==> config.mk <==
export PLATFORM = sky130hd
export DESIGN_NAME = serial_adder_sub
export DESIGN_NICKNAME = d
export VERILOG_FILES = /design/src/rtl/serial_adder_sub.sv
export SDC_FILE = /design/constraint.sdc
export NUM_CORES = 1
export LEC_CHECK = 0
export BUFFER_PORTS_ARGS = -buffer_cell sky130_fd_sc_hd__buf_2
export CORE_MARGIN = 4
export CORE_UTILIZATION = 49
export CTS_CLUSTER_SIZE = 25
export DETAILED_ROUTE_END_ITERATION = 8
export GPL_TIMING_DRIVEN = 0
export PLACE_DENSITY = 0.74
export SYNTH_ARGS = -nofsm -noshare
export SYNTH_HDL_FRONTEND = slang
export SYNTH_SLANG_ARGS = --single-unit
==> constraint.sdc <==
create_clock -name clk -period 1.2 [get_ports clk]
set_input_delay 0.06 -clock clk [delete_from_list [all_inputs] [get_ports clk]]
set_output_delay 0.06 -clock clk [all_outputs]
set_load 0.005 [all_outputs]
==> src/rtl/serial_adder_sub.sv <==
// Bit-serial adder/subtractor: one full-adder cell and a carry flop,
// one operand bit per clock, LSB first, with start/ready/done handshake.
module serial_adder_sub #(
  parameter int WIDTH = 8
) (
  input  logic             clk,
  input  logic             rst,
  input  logic             start,
  input  logic             sub,
  input  logic [WIDTH-1:0] a,
  input  logic [WIDTH-1:0] b,
  output logic             ready,
  output logic             done,
  output logic [WIDTH-1:0] sum,
  output logic             cout,
  output logic             overflow
);

  localparam int CW = $clog2(WIDTH) + 1;

  typedef enum logic {
    IDLE,
    BUSY
  } state_t;

  state_t           state_q, state_d;
  logic [WIDTH-1:0] opa_q, opa_d;
  logic [WIDTH-1:0] opb_q, opb_d;
  logic [WIDTH-1:0] res_q, res_d;
  logic [WIDTH-1:0] sum_q, sum_d;
  logic [CW-1:0]    cnt_q, cnt_d;
  logic             carry_q, carry_d;
  logic             cout_q, cout_d;
  logic             ovf_q, ovf_d;
  logic             done_q, done_d;
  logic             s, c;

  assign s = opa_q[0] ^ opb_q[0] ^ carry_q;
  assign c = (opa_q[0] & opb_q[0]) |
             (opa_q[0] & carry_q) |
             (opb_q[0] & carry_q);

  always_comb begin
    state_d = state_q;
    opa_d   = opa_q;
    opb_d   = opb_q;
    res_d   = res_q;
    sum_d   = sum_q;
    cnt_d   = cnt_q;
    carry_d = carry_q;
    cout_d  = cout_q;
    ovf_d   = ovf_q;
    done_d  = 1'b0;
    unique case (state_q)
      IDLE: begin
        if (start) begin
          opa_d   = a;
          opb_d   = sub ? ~b : b;
          carry_d = sub;
          cnt_d   = '0;
          state_d = BUSY;
        end
      end
      BUSY: begin
        carry_d = c;
        opa_d   = {1'b0, opa_q[WIDTH-1:1]};
        opb_d   = {1'b0, opb_q[WIDTH-1:1]};
        res_d   = {s, res_q[WIDTH-1:1]};
        cnt_d   = cnt_q + 1'b1;
        if (cnt_q == CW'(WIDTH - 1)) begin
          // carry_q here is the carry into the MSB
          sum_d   = {s, res_q[WIDTH-1:1]};
          cout_d  = c;
          ovf_d   = carry_q ^ c;
          done_d  = 1'b1;
          state_d = IDLE;
        end
      end
      default: state_d = IDLE;
    endcase
  end

  always_ff @(posedge clk or posedge rst) begin
    if (rst) begin
      state_q <= IDLE;
      opa_q   <= '0;
      opb_q   <= '0;
      res_q   <= '0;
      sum_q   <= '0;
      cnt_q   <= '0;
      carry_q <= 1'b0;
      cout_q  <= 1'b0;
      ovf_q   <= 1'b0;
      done_q  <= 1'b0;
    end else begin
      state_q <= state_d;
      opa_q   <= opa_d;
      opb_q   <= opb_d;
      res_q   <= res_d;
      sum_q   <= sum_d;
      cnt_q   <= cnt_d;
      carry_q <= carry_d;
      cout_q  <= cout_d;
      ovf_q   <= ovf_d;
      done_q  <= done_d;
    end
  end

  assign ready    = (state_q == IDLE);
  assign done     = done_q;
  assign sum      = sum_q;
  assign cout     = cout_q;
  assign overflow = ovf_q;

endmodule

Word level (Yosys, flattened, before mapping) --
Index checks and enable logic that the tools add are counted.
Cells by class: eq/ne operators 2, muxes and demuxes 14, add/subtract/negate cells 1, bitwise operators 10, reduce and logical (&&, ||, !) cells 1
Operator list (number):
- $pmux 8 s2 | 2
- $mux 8 | 3
- $not 8->8 | 1
- $pmux 4 s2 | 1
- $mux 1 | 5
- $add 4x1->4 const B | 1
- $eq 4x3->1 const B | 1
- $mux 4 | 1
- $pmux 1 s2 | 2
- $and 1x1->1 | 3
- $xor 1x1->1 | 3
- $ne 2x2->1 const B | 1
- $or 1x1->1 | 2
- $reduce_and 2->1 | 1
- $not 1->1 | 1
Storage, ports and cells: logic and storage cells 38, register bits after elaboration 41

Logic depth before layout (Yosys ltp) --
word-level depth 4, depth in mapped cells 5

Worst setup path after synthesis --
No wires, ideal clock.
path type register to register, start point register cnt_q[0], end point register sum_q[0], in the netlist sum[0], path buffers 1, setup time 0.125 ns, stages on the path, launching flop included 5, arrival 1.192 ns, setup slack -0.117 ns, data required time 1.075 ns, clock period less this slack 1.317 ns, cell sequence dfrtp_1 -> ha_1 -> nand4b_4 -> buf_6 -> mux2_4
Between the ends: longest elaborated chain between the ends 2
Ends and longest elaborated chain:
- start, declared | RTL line 31 | logic [CW-1:0] cnt_q, cnt_d;
- start signal, assigned | RTL line 101 | cnt_q <= cnt_d;
- $eq 4x3->1 | RTL line 70 | if (cnt_q == CW'(WIDTH - 1)) begin
- $reduce_and 2->1 (no source line)
- end signal, assigned | RTL line 100 | sum_q <= sum_d;
- end, declared | RTL line 30 | logic [WIDTH-1:0] sum_q, sum_d;
No other way between the ends. A chain may end at the register's enable or synchronous reset.

Worst setup path in the final report --
start point register cnt_q[0], end point register sum_q[1], in the netlist sum[1]
Same word-level chain as after synthesis.

==> summary.md <==
| Metric | Value |
|---|---|
| First-pass GRT wire length | `5550 µm` |
| Critical Path RT | `1.43 ns` |
| Total power | `4930 µW` |
| Final worst slack | `-0.0979 ns` |
| Count leader, synth | `dfrtp_1` |
| DR DRC count | `0` |
| GRT Total Usage | `16.7%` |
| Status | `finished, violations left` |
| Hold Crit Depth | `3` |
| Routed WL per cell | `14.1 µm` |
| Share of the synthesized area in the top cell type | `56.0%` |
| Largest net degree at the start of global routing | `41` |
| Failing checks | `setup timing` |
| RePlAce Congestion | `0.767` |
| # setup viols final | `9` |
| Worst path bufs/invs | `1` |
| H-tree Lvls | `2` |
| Final-report hold violation count | `0` |
| Setup CP Type | `flop to flop` |
| Critical path's largest stage delay | `0.43 ns` |
| DP Wirelength | `2380 µm` |
| Sink Count | `40` |
| Primary FF master, synth | `dfrtp_1` |
| WP data arrival | `1.53 ns` |
| P per Cell Area | `2220 nW/µm²` |
| Post-detailed-route count of antenna-violating nets | `0` |
| Yosys Warn Count | `0` |
| Post-synthesis register bit count | `40` |
| Worst Tran Pin Value | `0.793 ns` |
| RSZ-0062 raised after global routing | `yes` |
| Synth area leader | `dfrtp_1` |
| Vias in the first global route | `1242` |
| Ys async rst share | `100%` |
| Area growth, synth to finish | `24.4%` |
| RR Endpoint | `sum[1]` |
| Crit path from | `cnt_q[0]` |
| Fmax | `770 MHz` |
| DRT Pass-1 Iters | `4` |
| Critical path fanouts, max | `10` |
| CTS tree | `built` |
| Clk buf depth | `2` |
| CP cell instances | `ha_4 -> nand4b_4 -> buf_8 -> mux2_4` |
| Start point of the worst min-delay path | `b[4]` |
| # diodes | `0` |
| Avg Cell Area, Syn | `12.3 µm²` |
| Top post-synthesis cells by count | `dfrtp_1 (40), o21ai_0 (19), nand2_1 (12), xnor2_1 (10)` |
| Mapped cell area | `1790 µm²` |
| Clock Latency Late Sink | `0.35 ns` |
| EDFF count, synth | `0` |
| Max_cap viols | `0` |
| Final Cycle Share | `108%` |
| Max IR drop VDD | `0.000915 V` |
| Leading post-synthesis cells by cell area | `dfrtp_1 (56%), mux2_4 (5.9%), mux2_2 (5.7%)` |
| Gr ovfl total | `0` |
| Initial antenna violation count | `0` |
| Relative slew slack | `47.0%` |
| Rows | `21` |
| Initial core utilization | `52.3%` |
| Hold EP | `opb_q[4]` |
| CTS Root Cell | `clkbuf_4` |
| Ports | `32` |
| Crit path max-delay family | `flip-flops` |
| Total number of vias | `1210` |
| Final hold slack | `0.0113 ns` |
| Flop-to-flop setup slack | `-0.1 ns` |
| Clock transition at the registers of the reported paths | `0.11 ns` |
| Type of origin of the critical path | `flop` |
| DRT Wirelength | `3360 µm` |
| Post-Syn Nets | `167` |
| Die Ht | `68.4 µm` |
| Final Critical Period | `1.30 ns` |
| Fraction of the yosys area taken by sequential cells | `56.0%` |
| R2R cell count | `4` |
| Final Skew | `0.0108 ns` |
| CP Capture Type | `flop` |
| Min-delay worst type | `input pin to flop` |
| Syn Inst Count | `145` |
| Max Transition Viols Final | `0` |
| RR Startpoint | `cnt_q[0]` |
| Unique masters post-synth | `23` |
| Core area | `3420 µm²` |
| Pleak | `0.00111 µW` |
| DR vias/cell | `5.06` |
| Die Wd | `68.4 µm` |
| Layout Nets | `215` |
| Slowest cell on crit path | `dfrtp_1` |
| Layout cell share with drive strength beyond 1 | `37.3%` |
| Starting DRT DRC Count | `36` |
| Die ar. | `4680 µm²` |
| IO Port Bufs | `30` |
| CTS Buf Count | `5` |
-- placed cells by master (no fill, tap or decap), drive strengths merged --
cell type / count
nand4: 1
nand2: 12
fa: 1
nand2b: 1
nand3: 2
a21oi: 6
nand4b: 1
nor2: 4
a211oi: 1
dlygate4sd3: 8
clkbuf: 7
o22ai: 1
xnor2: 10
inv: 4
buf: 42
a22oi: 1
o21ai: 19
mux2i: 9
ha: 1
nor3b: 6
dfrtp: 40
mux2: 16
-- registers in the layout, summed over array words and instances (netlist names) --
register / flops
opa_q: 8
opb_q: 8
overflow: 1
res_q: 7
cnt_q: 4
state_q: 1
cout: 1
sum: 8
done: 1
carry_q: 1
-- area by class of cell --
class,instances,area (µm²)
clock buffer,7,65.1
buffer,9,82.6
sequential,40,1000
timing repair buffer,41,253
fill,283,1190
multi-input combinational,92,747
tap,46,57.6
inverter,4,17.5
-- metrics by stage --
| stage | instances | area [µm²] | utilization (%) | worst slack, ns | setup TNS (ns) |
|---|---|---|---|---|---|
| 6_report | 239 | 2220 | 65.1 | -0.0979 | -0.736 |
| 5_1_grt | 239 | 2220 | 65.1 | -0.125 | -1.06 |
| 4_1_cts | 238 | 2180 | 63.8 | -0.109 | -0.886 |
| 3_5_place_dp | 221 | 2010 | 58.8 | -0.130 | -1.25 |
| 3_3_place_gp | 221 | 2010 | 58.8 | -0.198 | -8.75 |
| 2_1_floorplan | 145 | 1800 | - | -0.0516 | -0.384 |
-- how the worst max path moves through the flow --
stage               end  slack, ns  depth (start not counted)
2_1_floorplan    sum[0]      -0.05                          4
3_3_place_gp   res_q[1]      -0.20                          2
3_5_place_dp     sum[7]      -0.13                          4
4_1_cts          sum[1]      -0.11                          4
5_1_grt          sum[5]      -0.12                          4
6_report         sum[1]       -0.1                          4
-- worst register-to-register path, stage by stage (launching register included) --
cell and delay [ns]:
dfrtp_1 0.43, ha_4 0.18, nand4b_4 0.11, buf_8 0.16, mux2_4 0.30
-- cell families (layout without fill, tap and decap cells) --
logic type | count (synthesis) | after routing | share of synthesized area (%)
DFF | 40 | 40 | 56.0
buffers and inverters | 13 | 61 | 3.99
adders and majority gates | 2 | 2 | 1.82
and+or+nand+nor | 27 | 27 | 8.47
AOI/OAI and AO/OA | 28 | 28 | 8.19
muxes | 25 | 25 | 16.6
xor gates and xnor gates | 10 | 10 | 4.90
-- power breakdown --
| group | internal, µW | switching, µW |
|---|---|---|
| Clock | 332 | 405 |
| Sequential | 1880 | 350 |
| Combinational | 1110 | 851 |
| Total | 3320 | 1610 |
-- metal layers --
metal	share of wire, %	global-route usage, %	vias to the layer above
met2	50	26.5	30
li1	-	-	595
met4	1.6	6.70	0
met1	42	20.7	580
met3	6.2	5.91	5
met5	0	0	-
-- what timing repair did --
action	4_1_cts	5_1_grt
buffers inserted	2	1
pin swaps	0	1
endpoints found under the setup margin	20	25
gates resized for setup	4	13
endpoints found under the hold margin	47	0
hold buffers	8	0
Power figures use the tool's default switching activity.
